--- src/rtl/cu_pkg.sv ---
// Shared encodings for control_unit_v2: opcodes, FSM states and ALU operations.
package cu_pkg;

   localparam logic [2:0] OP_MV   = 3'd0;
   localparam logic [2:0] OP_MVI  = 3'd1;
   localparam logic [2:0] OP_ADD  = 3'd2;
   localparam logic [2:0] OP_SUB  = 3'd3;
   localparam logic [2:0] OP_AND  = 3'd4;
   localparam logic [2:0] OP_MVNZ = 3'd5;

   localparam logic [1:0] ALU_ADD = 2'b00;
   localparam logic [1:0] ALU_SUB = 2'b01;
   localparam logic [1:0] ALU_AND = 2'b10;

   typedef enum logic [1:0] {
      IDLE = 2'd0,
      T1   = 2'd1,
      T2   = 2'd2,
      T3   = 2'd3
   } state_t;

endpackage

--- src/rtl/reg_sel_decoder.sv ---
// Register-select decoder: one-hot output, all-zero when disabled or sel >= N.
module reg_sel_decoder #(
   parameter int N     = 8,
   parameter int SEL_W = 3
) (
   input  logic             en,
   input  logic [SEL_W-1:0] sel,
   output logic [N-1:0]     onehot
);

   // Compare sel against each legal index so out-of-range selects match nothing
   always_comb begin
      onehot = {N{1'b0}};
      for (int i = 0; i < N; i++) begin
         if (en && (sel == SEL_W'(i))) begin
            onehot[i] = 1'b1;
         end else begin
            onehot[i] = 1'b0;
         end
      end
   end

endmodule

--- src/rtl/control_unit_v2.sv ---
// Multi-cycle controller for the register-file datapath: mv, mvi, add, sub, and, mvnz.
// Outputs are combinational in state, IR and Gnz; Reset forces every output low.
module control_unit_v2
   import cu_pkg::*;
#(
   parameter  int NREGS  = 8,
   localparam int RSEL_W = $clog2(NREGS),
   localparam int IR_W   = 3 + 2 * RSEL_W
) (
   input  logic             clk,
   input  logic             Reset,
   input  logic             Run,
   input  logic [IR_W-1:0]  IR,
   input  logic             Gnz,
   output logic             IRin,
   output logic [NREGS-1:0] Rin,
   output logic [NREGS-1:0] Rout,
   output logic             DINout,
   output logic             Ain,
   output logic             Gin,
   output logic             Gout,
   output logic [1:0]       ALUop,
   output logic             Done,
   output logic             Err
);

   state_t            state_r;
   state_t            state_nxt_s;
   logic [2:0]        opcode_s;
   logic [RSEL_W-1:0] rx_s;
   logic [RSEL_W-1:0] ry_s;
   logic              rx_ok_s;
   logic              ry_ok_s;
   logic              legal_s;
   logic              irin_s;
   logic              rin_s;
   logic              rout_rx_s;
   logic              rout_ry_s;
   logic              dinout_s;
   logic              ain_s;
   logic              gin_s;
   logic              gout_s;
   logic              done_s;
   logic              err_s;
   logic [1:0]        aluop_s;
   logic [NREGS-1:0]  rx_oh_s;
   logic [NREGS-1:0]  ry_oh_s;

   assign opcode_s = IR[IR_W-1 -: 3];
   assign rx_s     = IR[2*RSEL_W-1 -: RSEL_W];
   assign ry_s     = IR[RSEL_W-1:0];
   assign rx_ok_s  = (32'(rx_s) < NREGS);
   assign ry_ok_s  = (32'(ry_s) < NREGS);

   // Legality: only the register fields an opcode actually uses are range-checked
   always_comb begin
      legal_s = 1'b0;
      case (opcode_s)
         OP_MVI:                       legal_s = rx_ok_s;
         OP_MV, OP_MVNZ,
         OP_ADD, OP_SUB, OP_AND:       legal_s = rx_ok_s && ry_ok_s;
         default:                      legal_s = 1'b0;
      endcase
   end

   // State register
   always_ff @(posedge clk) begin
      if (Reset) begin
         state_r <= IDLE;
      end else begin
         state_r <= state_nxt_s;
      end
   end

   // Next-state and raw control decode
   always_comb begin
      state_nxt_s = state_r;
      irin_s      = 1'b0;
      rin_s       = 1'b0;
      rout_rx_s   = 1'b0;
      rout_ry_s   = 1'b0;
      dinout_s    = 1'b0;
      ain_s       = 1'b0;
      gin_s       = 1'b0;
      gout_s      = 1'b0;
      done_s      = 1'b0;
      err_s       = 1'b0;
      aluop_s     = ALU_ADD;
      case (state_r)
         IDLE: begin
            irin_s = Run;
            if (Run) begin
               state_nxt_s = T1;
            end else begin
               state_nxt_s = IDLE;
            end
         end
         T1: begin
            state_nxt_s = IDLE;
            if (!legal_s) begin
               done_s = 1'b1;
               err_s  = 1'b1;
            end else begin
               case (opcode_s)
                  OP_MV: begin
                     rout_ry_s = 1'b1;
                     rin_s     = 1'b1;
                     done_s    = 1'b1;
                  end
                  OP_MVI: begin
                     dinout_s = 1'b1;
                     rin_s    = 1'b1;
                     done_s   = 1'b1;
                  end
                  OP_MVNZ: begin
                     done_s = 1'b1;
                     if (Gnz) begin
                        rout_ry_s = 1'b1;
                        rin_s     = 1'b1;
                     end else begin
                        rout_ry_s = 1'b0;
                        rin_s     = 1'b0;
                     end
                  end
                  OP_ADD, OP_SUB, OP_AND: begin
                     rout_rx_s   = 1'b1;
                     ain_s       = 1'b1;
                     state_nxt_s = T2;
                  end
                  default: begin
                     done_s = 1'b1;
                     err_s  = 1'b1;
                  end
               endcase
            end
         end
         T2: begin
            rout_ry_s   = 1'b1;
            gin_s       = 1'b1;
            state_nxt_s = T3;
            case (opcode_s)
               OP_SUB:  aluop_s = ALU_SUB;
               OP_AND:  aluop_s = ALU_AND;
               default: aluop_s = ALU_ADD;
            endcase
         end
         T3: begin
            gout_s      = 1'b1;
            rin_s       = 1'b1;
            done_s      = 1'b1;
            state_nxt_s = IDLE;
         end
         default: begin
            state_nxt_s = IDLE;
         end
      endcase
   end

   reg_sel_decoder #(.N(NREGS), .SEL_W(RSEL_W)) u_rx_dec (
      .en     (rin_s | rout_rx_s),
      .sel    (rx_s),
      .onehot (rx_oh_s)
   );

   reg_sel_decoder #(.N(NREGS), .SEL_W(RSEL_W)) u_ry_dec (
      .en     (rout_ry_s),
      .sel    (ry_s),
      .onehot (ry_oh_s)
   );

   // rx decoder serves both Rin and the ALU-T1 Rout, so each use is gated by its own strobe
   assign Rin    = (rin_s && !Reset) ? rx_oh_s : {NREGS{1'b0}};
   assign Rout   = Reset ? {NREGS{1'b0}} : (rout_rx_s ? rx_oh_s : ry_oh_s);
   assign IRin   = irin_s   & ~Reset;
   assign DINout = dinout_s & ~Reset;
   assign Ain    = ain_s    & ~Reset;
   assign Gin    = gin_s    & ~Reset;
   assign Gout   = gout_s   & ~Reset;
   assign ALUop  = Reset ? ALU_ADD : aluop_s;
   assign Done   = done_s   & ~Reset;
   assign Err    = err_s    & ~Reset;

endmodule

--- config.mk ---
export PLATFORM = sky130hd
export DESIGN_NAME = control_unit_v2
export DESIGN_NICKNAME = d
export VERILOG_FILES = /design/src/rtl/cu_pkg.sv /design/src/rtl/reg_sel_decoder.sv /design/src/rtl/control_unit_v2.sv
export SDC_FILE = /design/constraint.sdc
export NUM_CORES = 1
export LEC_CHECK = 0
export CAP_MARGIN = 20
export CORE_AREA = 2 2 41 43
export DETAILED_ROUTE_END_ITERATION = 10
export DIE_AREA = 0 0 43 45
export PLACE_DENSITY = 0.82
export REMOVE_ABC_BUFFERS = 1
export SYNTH_ARGS = -nofsm -noshare
export SYNTH_HDL_FRONTEND = slang
export SYNTH_SLANG_ARGS = --single-unit
--- constraint.sdc ---
create_clock -name clk -period 4.5 [get_ports clk]
set_input_delay 0.9 -clock clk [delete_from_list [all_inputs] [get_ports clk]]
set_output_delay 0.9 -clock clk [all_outputs]
set_load 0.02 [all_outputs]
# == Word level (Yosys, flattened, before mapping) ==
# Cells that the tools add are included.
# word_totals
word_cells,106
latchBits,0
mem_bits_rw,0
romBits,0
regBits,2
input_bits,13
output_inout_bits,25
memories,0
# op_classes
mux,49
reduce_logical,25
n_eq_ne,22
div_mod_pow,0
n_lt_le_gt_ge,0
mul,0
addsub,0
bitwise,9
n_shift,0
# ops
op,count
1-bit 2-to-1 mux,35
3-bit equality test (second input constant),10
8-bit 2-to-1 mux,3
3-bit by 2-bit equality test with 1-bit output (second input constant),6
1-bit logical AND,17
1-bit case mux with 2 select lines,5
3-bit by 1-bit equality test with 1-bit output (second input constant),3
3-bit zero test,3
2-bit 2-to-1 mux,4
2-bit case mux with 4 select lines,1
1-bit bitwise AND,7
6-bit OR reduction,1
2-bit equality test (second input constant),2
2-bit case mux with 2 select lines,1
3-bit OR reduction,1
2-bit by 1-bit equality test with 1-bit output (second input constant),1
2-bit zero test,1
2-bit OR reduction,1
1-bit zero test,1
1-bit NOT,1
1-bit bitwise OR,1

# == Logic depth before layout (Yosys ltp) ==
# logic_depth
depth_word,10
ltp_mapped,6
mapped_depth_nobuf,6

# == Hierarchy ==
# From an unflattened synthesis, not the netlist that was laid out.
# hier_totals
hier_cells,113
area_unflattened_um2,899.6
# modules_own_cells
module,seq_area_each_um2,cells_each,instances,area_per_inst_um2
control_unit_v2,40.0,97,1,706.9
reg_sel_decoder,0.0,8,2,96.3

# == Worst setup path after synthesis ==
# No wires, ideal clock.
# synth_timing
path_type,in2out
start,input port Reset
end,output port Rin[0]
stages,5
setup_slack_ns,1.402
t_arrival_ns,2.198
path_buffers,1
path_cell_list,buf_2 > nand2b_1 > o32ai_1 > nand2b_1 > nor3_1
# synth_between
elab_chain_cells,3
# synth_lines
element,line_no,text
"start, declared",control_unit_v2.sv:11,"input logic Reset,"
1-bit zero test,control_unit_v2.sv:172,assign Rin = (rin_s && !Reset) ? rx_oh_s : {NREGS{1'b0}};
1-bit logical AND,control_unit_v2.sv:172,
8-bit 2-to-1 mux,control_unit_v2.sv:172,
"end, declared",control_unit_v2.sv:16,"output logic [NREGS-1:0] Rin,"
# Every way passes these cells.

# == Worst setup path after layout ==
# layout_timing
start,input port Reset
end,output port Rin[2]
# Same word-level chain as after synthesis.

==> flow_metrics.env <==
export IMPL_hold_path_class="reg2reg"
export IMPL_gp_congestion=0.7840
export IMPL_cp_start_kind="input pin"
export IMPL_clkLatencyLatePin_ns=0.23
export IMPL_clock_sinks=2
export IMPL_finalPower_w=0.0001031
export IMPL_die_height_um=45
export IMPL_period_share_pct=88.84
export IMPL_placed_cells_incl_taps=127
export IMPL_end_kind="output port"
export IMPL_critPathKind="in2out"
export IMPL_cts_tree="yes"
export IMPL_nNetsFinal=133
export IMPL_slew_violations=0
export IMPL_dp_hpwl_um=1343
export IMPL_areaGrowthSynthToFinish_pct=79.51
export IMPL_cts_max_level=1
export IMPL_syn_area_um2=513.0
export IMPL_grt_use_met3_pct=1.600
export IMPL_first_global_vias=658
export IMPL_switching_power_w=0.00003372
export IMPL_p_comb_share_pct=41.4
export IMPL_ys_types=28
export IMPL_hold_buffers=0
export IMPL_switching_share_pct=32.72
export IMPL_wire_per_inst_um=12.33
export IMPL_cell_internal_pwr_w=0.00006935
export IMPL_fin_cells=130
export IMPL_rsz0062_at_grt="false"
export IMPL_p_clk_share_pct=39.9
export IMPL_slowest_delay_ns=0.63
export IMPL_crit_family="buffers and inverters"
export IMPL_path_buf_inv=2
export IMPL_post_cts_setup_buffers=0
export IMPL_drv_cap=0
export IMPL_setup_tns_final_ns=0
export IMPL_yosysWarnings=0
export IMPL_grt_busiest_layer="met2"
export IMPL_powerDensity_mw_per_mm2=111.9
export IMPL_slowest_stage="clkdlybuf4s50_1"
export IMPL_drive_above_1_share_pct=10.53
export IMPL_grt_pass1_wl_um=2718
export IMPL_fin_crit_ns=3.998
export IMPL_crit_chain="clkdlybuf4s50_1 -> nand2b_1 -> o32ai_1 -> nand2_1 -> nor3_1 -> clkdlybuf4s50_1"
export IMPL_place_port_buffers=37
export IMPL_via_per_inst=5.246
export IMPL_grt_usage_pct=18.20
export IMPL_wl_um=1603
export IMPL_dr_pass1_iters=4
export IMPL_start_util_pct=34.86
export IMPL_vdd_drop_max_uv=105.0
export IMPL_power_leakage_nw=0.3195
export IMPL_antenna_found_initial=0
export IMPL_seqPwrFrac_pct=18.7
export IMPL_synthCells=75
export IMPL_slew_headroom_pct=78.52
export IMPL_grt_overflow_total=0
export IMPL_finClkSkew_ns=0.00004804
export IMPL_status="complete, no violations"
export IMPL_core_rowCount=14
export IMPL_synth_avg_cell_area_um2=6.840
export IMPL_synth_seq_cells=2
export IMPL_grt_max_degree=11
export IMPL_drcViolationCount=0
export IMPL_die_area_mm2=0.001935
export IMPL_drt_initial_drc_count=13
export IMPL_clock_root_buffer="clkbuf_4"
export IMPL_numCtsBuffers=3
export IMPL_worstPathMaxFanout=10
export IMPL_num_antenna_cells=0
export IMPL_num_vias=682
export IMPL_clk_pin_slew_ns=0.03
export IMPL_grtUsageMet2_pct=32.73
export IMPL_hold_viol=0
export IMPL_setup_violations=0
export IMPL_die_x_um=43
export IMPL_worst_pin_slew_ns=0.3212
export IMPL_arrival_ns=3.10
export IMPL_postRouteAntennaNets=0
export IMPL_core_area_mm2=0.001471
export IMPL_met1_usage_pct=22.57
export IMPL_ctsResizeCount=0
export IMPL_ioPinCount=38
export IMPL_cts_buffer_depth=2
export IMPL_fmax_mhz=250.1
export IMPL_worst_ep_required_time_ns=3.60
export IMPL_yosysSeqAreaShare_pct=7.805
export IMPL_cpMostUsedCell="clkdlybuf4s50_1"
==> final cells by class <==
class                   count  area, µm²
well taps                  16      20.02
clock buffers               3      22.52
fillers                   138      550.5
flip-flops and latches      2      40.04
inverters                   4      15.01
repair buffers             37      370.4
multi-input cells          68      452.9
==> stage by stage <==
stage          utilization (%)  hold WS, ns  area (µm²)  setup WS (ns)
5_1_grt                  62.59       0.6828       920.9         0.2993
6_report                 62.59       0.6507       920.9         0.5022
3_3_place_gp             61.05       0.6178       898.4         0.5078
4_1_cts                  62.59       0.6622       920.9         0.4688
2_1_floorplan                -       0.5925       508.0          1.486
3_5_place_dp             61.05       0.6602       898.4         0.4696
==> worst paths after layout <==
| path | from | end | slack, ns | cells past startpoint |
|---|---|---|---|---|
| hold reg to reg | state_r[0]$_SDFF_PP0_ | flop | 0.65 | 2 |
| setup / recovery | Reset | Rin[2] | 0.50 | 6 |
| hold / removal | state_r[0]$_SDFF_PP0_ | flop | 0.65 | 2 |
| setup reg to reg | flop | flop | 3.22 | 5 |
==> kinds of logic after synthesis <==
family | share of synthesized area [%]
DFF | 7.805
adders and majority gates | 9.756
AOI/OAI and AO/OA | 29.27
buffers and inverters | 3.901
and+or+nand+nor | 47.32
muxes | 1.951
==> power groups by stage <==
| stage | logic, W | clock network [W] | registers, W |
|---|---|---|---|
| detailed placement | 0.0000425 | 0 | 0.0000195 |
| global placement | 0.0000417 | 0 | 0.0000195 |
| global route | 0.0000467 | 0.0000459 | 0.0000194 |
| finish | 0.0000427 | 0.0000411 | 0.0000193 |
| CTS | 0.0000427 | 0.0000442 | 0.0000193 |
| floorplan | 0.0000195 | 0 | 0.0000194 |
==> synth_stat cells <==
cell type	count	area [µm²]
nand2_1	12	45.04
nor2_1	12	45.04
nand2b_1	6	37.54
o22ai_1	6	37.54
nor2b_1	5	31.28
ha_1	4	50.05
inv_1	4	15.01
dfxtp_1	2	40.04
nand2_2	2	12.51
nand3_1	2	10.01
nor3_1	2	10.01
o32ai_2	2	32.53
a21bo_4	1	16.27
a21boi_1	1	7.510
a21oi_1	1	5.000
a21oi_4	1	16.27
a22oi_1	1	7.510
and3_1	1	6.260
and4b_1	1	10.01
buf_2	1	5.000
mux2i_1	1	10.01
nand2b_2	1	8.760
nand4_1	1	6.260
nor4b_1	1	8.760
o21bai_1	1	7.510
o221a_2	1	11.26
o32ai_1	1	8.760
or3b_4	1	11.26
==> placed cells by master, fill, tap and decap left out, drive strengths merged, types with 3 or more instances in the layout <==
cell           Yosys  final
inv                4      4
nand2             14     14
clkdlybuf4s50      0     37
nor2b              5      5
o32ai              3      3
clkbuf             0      3
o22ai              6      6
nand2b             7      7
nor2              12     12
ha                 4      4
==> worst register-to-register path: stages, from the launching register on <==
cell	delay (ns)
dfxtp_1	0.32
inv_1	0.10
ha_1	0.22
a21bo_4	0.26
mux2i_1	0.15
nor2b_1	0.16
==> routing by layer <==
layer	up-vias	part of all wire, %
li1	350	-
met1	309	44
met2	23	51
met3	0	5.1
met4	0	0
met5	-	0
No activity file was read; power rests on OpenSTA's default activity.
